[config.mk]
export PLATFORM = sky130hd
export DESIGN_NAME = dot_matrix_scroller_flat
export DESIGN_NICKNAME = d
export VERILOG_FILES = /design/src/rtl/dot_matrix_scroller_pkg.sv /design/src/rtl/dot_matrix_scroller_if.sv /design/src/rtl/dot_matrix_scroller_font_rom.sv /design/src/rtl/dot_matrix_scroller.sv /design/src/flat_wrapper.sv
export SDC_FILE = /design/constraint.sdc
export NUM_CORES = 1
export LEC_CHECK = 0
export ABC_AREA = 1
export ABC_CLOCK_PERIOD_IN_PS = 7600
export BUFFER_PORTS_ARGS = -buffer_cell sky130_fd_sc_hd__buf_2
export CORE_MARGIN = 2
export CORE_UTILIZATION = 40
export CTS_BUF_LIST = sky130_fd_sc_hd__clkbuf_16
export DETAILED_ROUTE_END_ITERATION = 12
export HOLD_SLACK_MARGIN = 0.03
export PLACE_DENSITY_LB_ADDON = 0.3
export RECOVER_POWER = 100
export SLEW_MARGIN = 20
export SYNTH_ARGS = -nofsm -noshare
export SYNTH_HDL_FRONTEND = slang
export SYNTH_SLANG_ARGS = --single-unit
[constraint.sdc]
create_clock -name clk -period 7.6 [get_ports clk]
set_input_delay 0.76 -clock clk [delete_from_list [all_inputs] [get_ports clk]]
set_output_delay 0.76 -clock clk [all_outputs]
set_load 0.02 [all_outputs]
[src/rtl/dot_matrix_scroller_pkg.sv]
// Shared definitions for the dot-matrix scroller: display modes, blank code, 7-segment table.
package dms_pkg;

    typedef logic [1:0] mode_t;

    localparam mode_t MODE_STATIC = 2'd0;
    localparam mode_t MODE_LEFT   = 2'd1;
    localparam mode_t MODE_RIGHT  = 2'd2;
    localparam mode_t MODE_BLINK  = 2'd3;

    localparam logic [3:0] BLANK_CODE = 4'hF;

    // {g,f,e,d,c,b,a}; non-decimal codes render dark
    function automatic logic [6:0] seg_of(input logic [3:0] code);
        logic [6:0] s;
        s = 7'h00;
        case (code)
            4'd0: s = 7'h3F;
            4'd1: s = 7'h06;
            4'd2: s = 7'h5B;
            4'd3: s = 7'h4F;
            4'd4: s = 7'h66;
            4'd5: s = 7'h6D;
            4'd6: s = 7'h7D;
            4'd7: s = 7'h07;
            4'd8: s = 7'h7F;
            4'd9: s = 7'h6F;
            default: s = 7'h00;
        endcase
        return s;
    endfunction

endpackage

[src/rtl/dot_matrix_scroller_if.sv]
// Control-side bus of the scroller: message/mode in, matrix and 7-segment drive out.
interface dot_matrix_scroller_if
    import dms_pkg::*;
#(
    parameter int unsigned ROWS    = 16,
    parameter int unsigned COLS    = 16,
    parameter int unsigned NDIGITS = 4
);
    localparam int unsigned RW = $clog2(ROWS);

    logic [4*NDIGITS-1:0] digits_in;
    logic                 load;
    mode_t                mode;
    logic [COLS-1:0]      col_n;
    logic [RW-1:0]        row_bin;
    logic                 frame_tick;
    logic [7:0]           seg7_0;

    modport master (
        output digits_in, load, mode,
        input  col_n, row_bin, frame_tick, seg7_0
    );

    modport slave (
        input  digits_in, load, mode,
        output col_n, row_bin, frame_tick, seg7_0
    );
endinterface

[src/rtl/dot_matrix_scroller_font_rom.sv]
// Glyph generator: draws a digit as a segment-style figure, one row at a time.
module digit_font_rom
    import dms_pkg::*;
#(
    parameter int unsigned ROWS    = 16,
    parameter int unsigned GLYPH_W = 8,
    localparam int unsigned RW     = $clog2(ROWS)
) (
    input  logic [3:0]         code_i,
    input  logic [RW-1:0]      row_i,
    output logic [GLYPH_W-1:0] bits_o
);

    // Column 1 is the left stroke, column GLYPH_W-3 the right stroke; the rest is spacing
    localparam logic [GLYPH_W-1:0] HORIZ = GLYPH_W'((1 << (GLYPH_W - 1)) - 4);
    localparam logic [GLYPH_W-1:0] LEFT  = GLYPH_W'(1 << (GLYPH_W - 2));
    localparam logic [GLYPH_W-1:0] RIGHT = GLYPH_W'(4);

    logic [6:0]  seg_c;
    logic [31:0] band_c;

    // Rows are folded onto a 16-band layout: a | f,b | g | e,c | d
    always_comb begin
        seg_c  = seg_of(code_i);
        band_c = (32'(row_i) * 32'd16) / ROWS;
        bits_o = '0;
        if (band_c < 32'd2) begin
            if (seg_c[0]) bits_o = HORIZ;
        end else if (band_c < 32'd7) begin
            bits_o = (seg_c[5] ? LEFT : '0) | (seg_c[1] ? RIGHT : '0);
        end else if (band_c < 32'd9) begin
            if (seg_c[6]) bits_o = HORIZ;
        end else if (band_c < 32'd14) begin
            bits_o = (seg_c[4] ? LEFT : '0) | (seg_c[2] ? RIGHT : '0);
        end else begin
            if (seg_c[3]) bits_o = HORIZ;
        end
    end

endmodule

[src/rtl/dot_matrix_scroller.sv]
// Row-scanned LED matrix driver with a loadable digit message and scroll/blink animation;
// also mirrors the leftmost visible digit on a 7-segment display.
module dot_matrix_scroller
    import dms_pkg::*;
#(
    parameter int unsigned ROWS        = 16,
    parameter int unsigned COLS        = 16,
    parameter int unsigned GLYPH_W     = 8,
    parameter int unsigned NDIGITS     = 4,
    parameter int unsigned SCAN_DIV    = 16,
    parameter int unsigned ANIM_FRAMES = 8
) (
    input  logic                         clk,
    input  logic                         rst,
    dot_matrix_scroller_if.slave         bus
);

    localparam int unsigned RW    = $clog2(ROWS);
    localparam int unsigned W     = NDIGITS * GLYPH_W;
    localparam int unsigned OW    = (W > 1) ? $clog2(W) : 1;
    localparam int unsigned FW    = (ANIM_FRAMES > 1) ? $clog2(ANIM_FRAMES) : 1;
    localparam int unsigned SLOTS = (COLS + GLYPH_W - 1) / GLYPH_W + 1;
    localparam int unsigned WINW  = SLOTS * GLYPH_W;

    logic [SCAN_DIV-1:0]  presc_q, presc_d;
    logic [RW-1:0]        row_q, row_d;
    logic [COLS-1:0]      col_n_q, col_n_d;
    logic                 frame_tick_q, frame_tick_d;
    logic                 upd_q, upd_d;
    logic [FW-1:0]        fcnt_q, fcnt_d;
    logic [OW-1:0]        offset_q, offset_d;
    logic                 blink_q, blink_d;
    logic [4*NDIGITS-1:0] buf_q, buf_d;
    mode_t                mode_q, mode_d;
    logic [7:0]           seg7_q, seg7_d;

    logic                 scan_tick_c;
    logic                 frame_wrap_c;
    logic                 dark_c;
    logic [31:0]          base_c;
    logic [31:0]          sub_c;
    logic [4*SLOTS-1:0]   slot_code_c;
    logic [WINW-1:0]      window_c;
    logic [COLS-1:0]      pattern_c;

    // Glyph slots covering the visible window, starting at the digit under the left edge
    always_comb begin
        base_c      = 32'(offset_q) / GLYPH_W;
        sub_c       = 32'(offset_q) % GLYPH_W;
        slot_code_c = '0;
        for (int j = 0; j < int'(SLOTS); j++) begin
            slot_code_c[4*j +: 4] = buf_q[4*((base_c + 32'(j)) % NDIGITS) +: 4];
        end
    end

    for (genvar j = 0; j < int'(SLOTS); j++) begin : g_slot
        digit_font_rom #(
            .ROWS    (ROWS),
            .GLYPH_W (GLYPH_W)
        ) u_rom (
            .code_i (slot_code_c[4*j +: 4]),
            .row_i  (row_q),
            .bits_o (window_c[WINW-1-j*GLYPH_W -: GLYPH_W])
        );
    end

    // Leftmost window bit lands on col_n[COLS-1]; sub-glyph offset shifts the window left
    always_comb begin
        pattern_c = COLS'(window_c >> (32'(WINW - COLS) - sub_c));
    end

    always_comb begin
        presc_d      = presc_q + SCAN_DIV'(1);
        row_d        = row_q;
        col_n_d      = col_n_q;
        frame_tick_d = 1'b0;
        upd_d        = 1'b0;
        fcnt_d       = fcnt_q;
        offset_d     = offset_q;
        blink_d      = blink_q;
        buf_d        = buf_q;
        mode_d       = bus.mode;
        seg7_d       = seg7_q;

        scan_tick_c  = (presc_q == '1);
        frame_wrap_c = frame_tick_q && (fcnt_q == FW'(ANIM_FRAMES - 1));
        dark_c       = (bus.mode == MODE_BLINK) && !blink_q;

        // Blank the columns while the row select moves, then paint the new row
        if (scan_tick_c) begin
            row_d        = row_q + RW'(1);
            col_n_d      = '1;
            frame_tick_d = (row_q == RW'(ROWS - 1));
            upd_d        = 1'b1;
        end else if (upd_q) begin
            col_n_d = dark_c ? '1 : ~pattern_c;
        end

        if (frame_tick_q) begin
            fcnt_d = frame_wrap_c ? '0 : fcnt_q + FW'(1);
        end

        if (frame_wrap_c) begin
            case (bus.mode)
                MODE_LEFT:  offset_d = (offset_q == OW'(W - 1)) ? '0 : offset_q + OW'(1);
                MODE_RIGHT: offset_d = (offset_q == '0) ? OW'(W - 1) : offset_q - OW'(1);
                MODE_BLINK: blink_d  = ~blink_q;
                default:    offset_d = offset_q;
            endcase
        end

        if ((bus.mode == MODE_BLINK) && (mode_q != MODE_BLINK)) blink_d = 1'b1;
        if (bus.mode == MODE_STATIC) offset_d = '0;

        // A new message restarts the animation from the first frame
        if (bus.load) begin
            buf_d    = bus.digits_in;
            offset_d = '0;
            fcnt_d   = '0;
            blink_d  = 1'b1;
        end

        seg7_d = {(bus.mode == MODE_LEFT) || (bus.mode == MODE_RIGHT),
                  seg_of(buf_q[4*base_c +: 4])};
    end

    always_ff @(posedge clk or posedge rst) begin
        if (rst) begin
            presc_q      <= '0;
            row_q        <= '0;
            col_n_q      <= '1;
            frame_tick_q <= 1'b0;
            upd_q        <= 1'b0;
            fcnt_q       <= '0;
            offset_q     <= '0;
            blink_q      <= 1'b1;
            buf_q        <= {NDIGITS{BLANK_CODE}};
            mode_q       <= MODE_STATIC;
            seg7_q       <= '0;
        end else begin
            presc_q      <= presc_d;
            row_q        <= row_d;
            col_n_q      <= col_n_d;
            frame_tick_q <= frame_tick_d;
            upd_q        <= upd_d;
            fcnt_q       <= fcnt_d;
            offset_q     <= offset_d;
            blink_q      <= blink_d;
            buf_q        <= buf_d;
            mode_q       <= mode_d;
            seg7_q       <= seg7_d;
        end
    end

    assign bus.col_n      = col_n_q;
    assign bus.row_bin    = row_q;
    assign bus.frame_tick = frame_tick_q;
    assign bus.seg7_0     = seg7_q;

endmodule
[src/flat_wrapper.sv]
// flat-port wrapper written by rule: the top's interface ports become plain ports
module dot_matrix_scroller_flat import dms_pkg::*;
#(
    parameter int unsigned ROWS        = 16,
    parameter int unsigned COLS        = 16,
    parameter int unsigned GLYPH_W     = 8,
    parameter int unsigned NDIGITS     = 4,
    parameter int unsigned SCAN_DIV    = 16,
    parameter int unsigned ANIM_FRAMES = 8
)
  (clk, rst, bus_digits_in, bus_load, bus_mode, bus_col_n, bus_row_bin, bus_frame_tick, bus_seg7_0);
  dot_matrix_scroller_if #(.ROWS(ROWS), .COLS(COLS), .NDIGITS(NDIGITS)) bus_i ();
  input  logic clk;
  input  logic rst;
  input wire logic [$bits(bus_i.digits_in)-1:0] bus_digits_in;
  input wire logic [$bits(bus_i.load)-1:0] bus_load;
  input wire logic [$bits(bus_i.mode)-1:0] bus_mode;
  output wire logic [$bits(bus_i.col_n)-1:0] bus_col_n;
  output wire logic [$bits(bus_i.row_bin)-1:0] bus_row_bin;
  output wire logic [$bits(bus_i.frame_tick)-1:0] bus_frame_tick;
  output wire logic [$bits(bus_i.seg7_0)-1:0] bus_seg7_0;
  assign bus_i.digits_in = bus_digits_in;
  assign bus_i.load = bus_load;
  assign bus_i.mode = bus_mode;
  assign bus_col_n = bus_i.col_n;
  assign bus_row_bin = bus_i.row_bin;
  assign bus_frame_tick = bus_i.frame_tick;
  assign bus_seg7_0 = bus_i.seg7_0;
  dot_matrix_scroller #(.ROWS(ROWS), .COLS(COLS), .GLYPH_W(GLYPH_W), .NDIGITS(NDIGITS), .SCAN_DIV(SCAN_DIV), .ANIM_FRAMES(ANIM_FRAMES)) u_core (.clk(clk), .rst(rst), .bus(bus_i));
endmodule
==> out/metrics.cfg <==
[clock_network]
cts_buffer_depth=2
h-tree-depth=3
clock_latency_ns=0.34
cts_resized=0
clockRootBuffer=clkbuf_16
cts_tree=done
cts_hold_buf=0
cts.reportedPaths.clkPinSlew_ns=0.06
numClockSinks=73
post_cts.repair.setup_buffers=0
cts_made_buffers=9

[layout]
drive_gt1_share_pct=17.9
diodes=0
fillers=1289
nets=787
synthToLayoutAreaGrowth_pct=11.1
post-route-util_pct=45.4

[setup_path]
cp.buffers_inverters=3
crit_path_end_kind=async pin
critPathLaunchType=primary input
startpoint=rst
path_max_fanout=73
critPathKind=primary input to async pin
cp-endpoint=u_core.bus.seg7_0[3]
reg2reg_to=u_core.bus.col_n[4]
cp_slowest_cell=clkbuf_1
rrSetupSlack_ns=3.69
path_delay_family=buffers and inverters
reg2reg_depth=14
worstPathCellList=buf_2, inv_1, clkbuf_1
worst_ep_required_time_ns=7.17
cp_slowest_stage_delay_ns=2.65
cp.depth=3
worstPathArrival_ns=3.59
r2r-start=u_core.offset_q[0]

[sta]
slew-limit-headroom_pct=-151
finalSetupViolations=0
finalCriticalPeriod_ns=4.01
tns_ns=0
maxSlewViolCount=74
hold_viol=0
skew_ns=0.00922
fmax_ghz=0.249
fin_crit_sh_pct=52.8
rsz0062_at_grt=false
tightest_slew_ns=3.77

[floorplanning]
fp.dieH_um=117
start_util_pct=40.8
io_pins=50
core_area_um2=12600
dieArea_um2=13800
die_x_um=117
num_rows=41

[global_route]
grt_pass1_vias=4380
grt_pass1_wl_um=20100
antenna_found_initial=0
grt_max_degree=74
grt-ovfl-total=0
grt_util_all_layers_pct=18.5

[synthesis]
ys_warn_count=0
synth.distinct_cells=42
synth.top_cell.area_share_pct=19.5
synthFlopType=dfrtp_1
synthArstFlopShare_pct=100
synth_area_leader_cell=dfrtp_1
syn_inst=696
syn_avg_cell_area_um2=7.38
synth_nets=744
yosysMostFrequentCell=nand2_1
synthTopCellsByCount=190 x nand2_1, 93 x nand3_1, 70 x inv_1
ys_top_cells_by_area=dfrtp_1 19%, dfstp_2 17%, nand2_1 14%
synth_sequential_area_ratio_pct=36.4
netlist_area_um2=5130
synth_seq_cells=73
synth_edf_count=0

[detailed_routing]
dr.pass1.iters=8
drcViolationCount=0
routedWlPerCell_um=13.0
first_iter_violations=230
via_per_inst=5.07
vias=4646
drt_wl_total_um=11900
final_antenna_net_count=0

[placed_design]
place_congestion=0.944
dp_hpwl_um=8990
portBuffers=49

[pwr]
leakagePower_nw=2.79
vdd_ir_drop_max_mv=0.101
p_per_area_nw_per_um2=168

[status]
violations=capacitance limit, slew limit
run_status=finished with violations

[min_path]
hold_class=flop to flop
hold_start=u_core.presc_q[0]

[run]
drv_cap=1

-- stage by stage --
| step | cell area (µm²) | total power (W) | cells | hold slack, ns | setup WS (ns) |
|---|---|---|---|---|---|
| 5_1_grt | 5710 | 0.00102 | 916 | 0.477 | 2.69 |
| 3_3_place_gp | 5500 | 0.000590 | 900 | 0.435 | 4.29 |
| 6_report | 5710 | 0.000961 | 916 | 0.451 | 3.59 |
| 4_1_cts | 5770 | 0.000982 | 916 | 0.456 | 4.31 |
| 3_5_place_dp | 5500 | 0.000592 | 900 | 0.447 | 4.33 |
| 2_1_floorplan | 5130 | 0.000550 | 696 | 0.423 | 5.04 |
-- flip-flops by register name (all words and copies together), names as in the netlist --
| name | flops |
|---|---|
| u_core.buf_q | 16 |
| u_core.bus.col_n | 16 |
| u_core.presc_q | 16 |
| u_core.bus.seg7_0 | 8 |
| u_core.offset_q | 5 |
| u_core.bus.row_bin | 4 |
| u_core.fcnt_q | 3 |
| u_core.mode_q | 2 |
| u_core.blink_q | 1 |
| u_core.bus.frame_tick | 1 |
| u_core.upd_q | 1 |
-- logic make-up (layout without fill, tap and decap cells) --
logic type      after synthesis  after routing  synth area share, %
fa+ha+maj                    27             27                 6.58
simple gates                390            390                 35.9
compound gates               80             80                 9.55
xor+xnor                     17             17                 2.90
flops                        73             73                 36.4
buf+inv                     109            157                 8.63
-- report_power, final --
| part | internal (W) | switching, W |
|---|---|---|
| clock network | 0.000218 | 0.000161 |
| logic | 0.0000517 | 0.000114 |
| registers | 0.000410 | 0.00000714 |
| total | 0.000679 | 0.000282 |
-- layout make-up --
type                            instances  area, µm²  area share (%)
Timing Repair Buffer                   51        213            3.73
Inverter                               90        338            5.92
Sequential cell                        73       1870            32.7
Multi-Input combinational cell        514       2810            49.2
Tap cell                              172        215            3.77
Clock inverter                          7       38.8           0.680
Clock buffer                            9        225            3.95
-- layer usage --
| layer | GRT usage, % | part of all wire [%] | wire length, µm | vias to the layer above |
|---|---|---|---|---|
| met2 | 28.7 | 45 | 5360 | 123 |
| met4 | 9.57 | 2.8 | 337 | 0 |
| met5 | 0 | 0 | 0 | - |
| met3 | 3.14 | 4.3 | 510 | 29 |
| met1 | 24.9 | 48 | 5680 | 2141 |
| li1 | - | - | - | 2353 |
-- layout by cell type (no fill, tap or decap), types with 10 or more instances in the layout --
master    Yosys  layout
dfstp_2      33      33
xor2_1       16      16
a21oi_1      24      25
ha_1         27      27
dfrtp_1      40      40
inv_2        16      14
nand4_1      11      11
nor2_1       36      36
buf_2         3      17
clkbuf_1     10      34
o21ai_0      26      26
inv_1        70      71
nand3_2      10      10
nand2_2      19      19
nand3_1      93      93
nand2_1     190     190
-- how the worst min path moves through the flow --
stage,slack [ns],cells after the start,end
finish,0.45,1,u_core.presc_q[0]
global route,0.48,1,u_core.presc_q[0]
CTS,0.46,1,u_core.presc_q[0]
detailed placement,0.45,1,u_core.presc_q[0]
global placement,0.44,1,u_core.presc_q[0]
floorplan,0.42,1,u_core.presc_q[0]
Power figures use the tool's default switching activity.
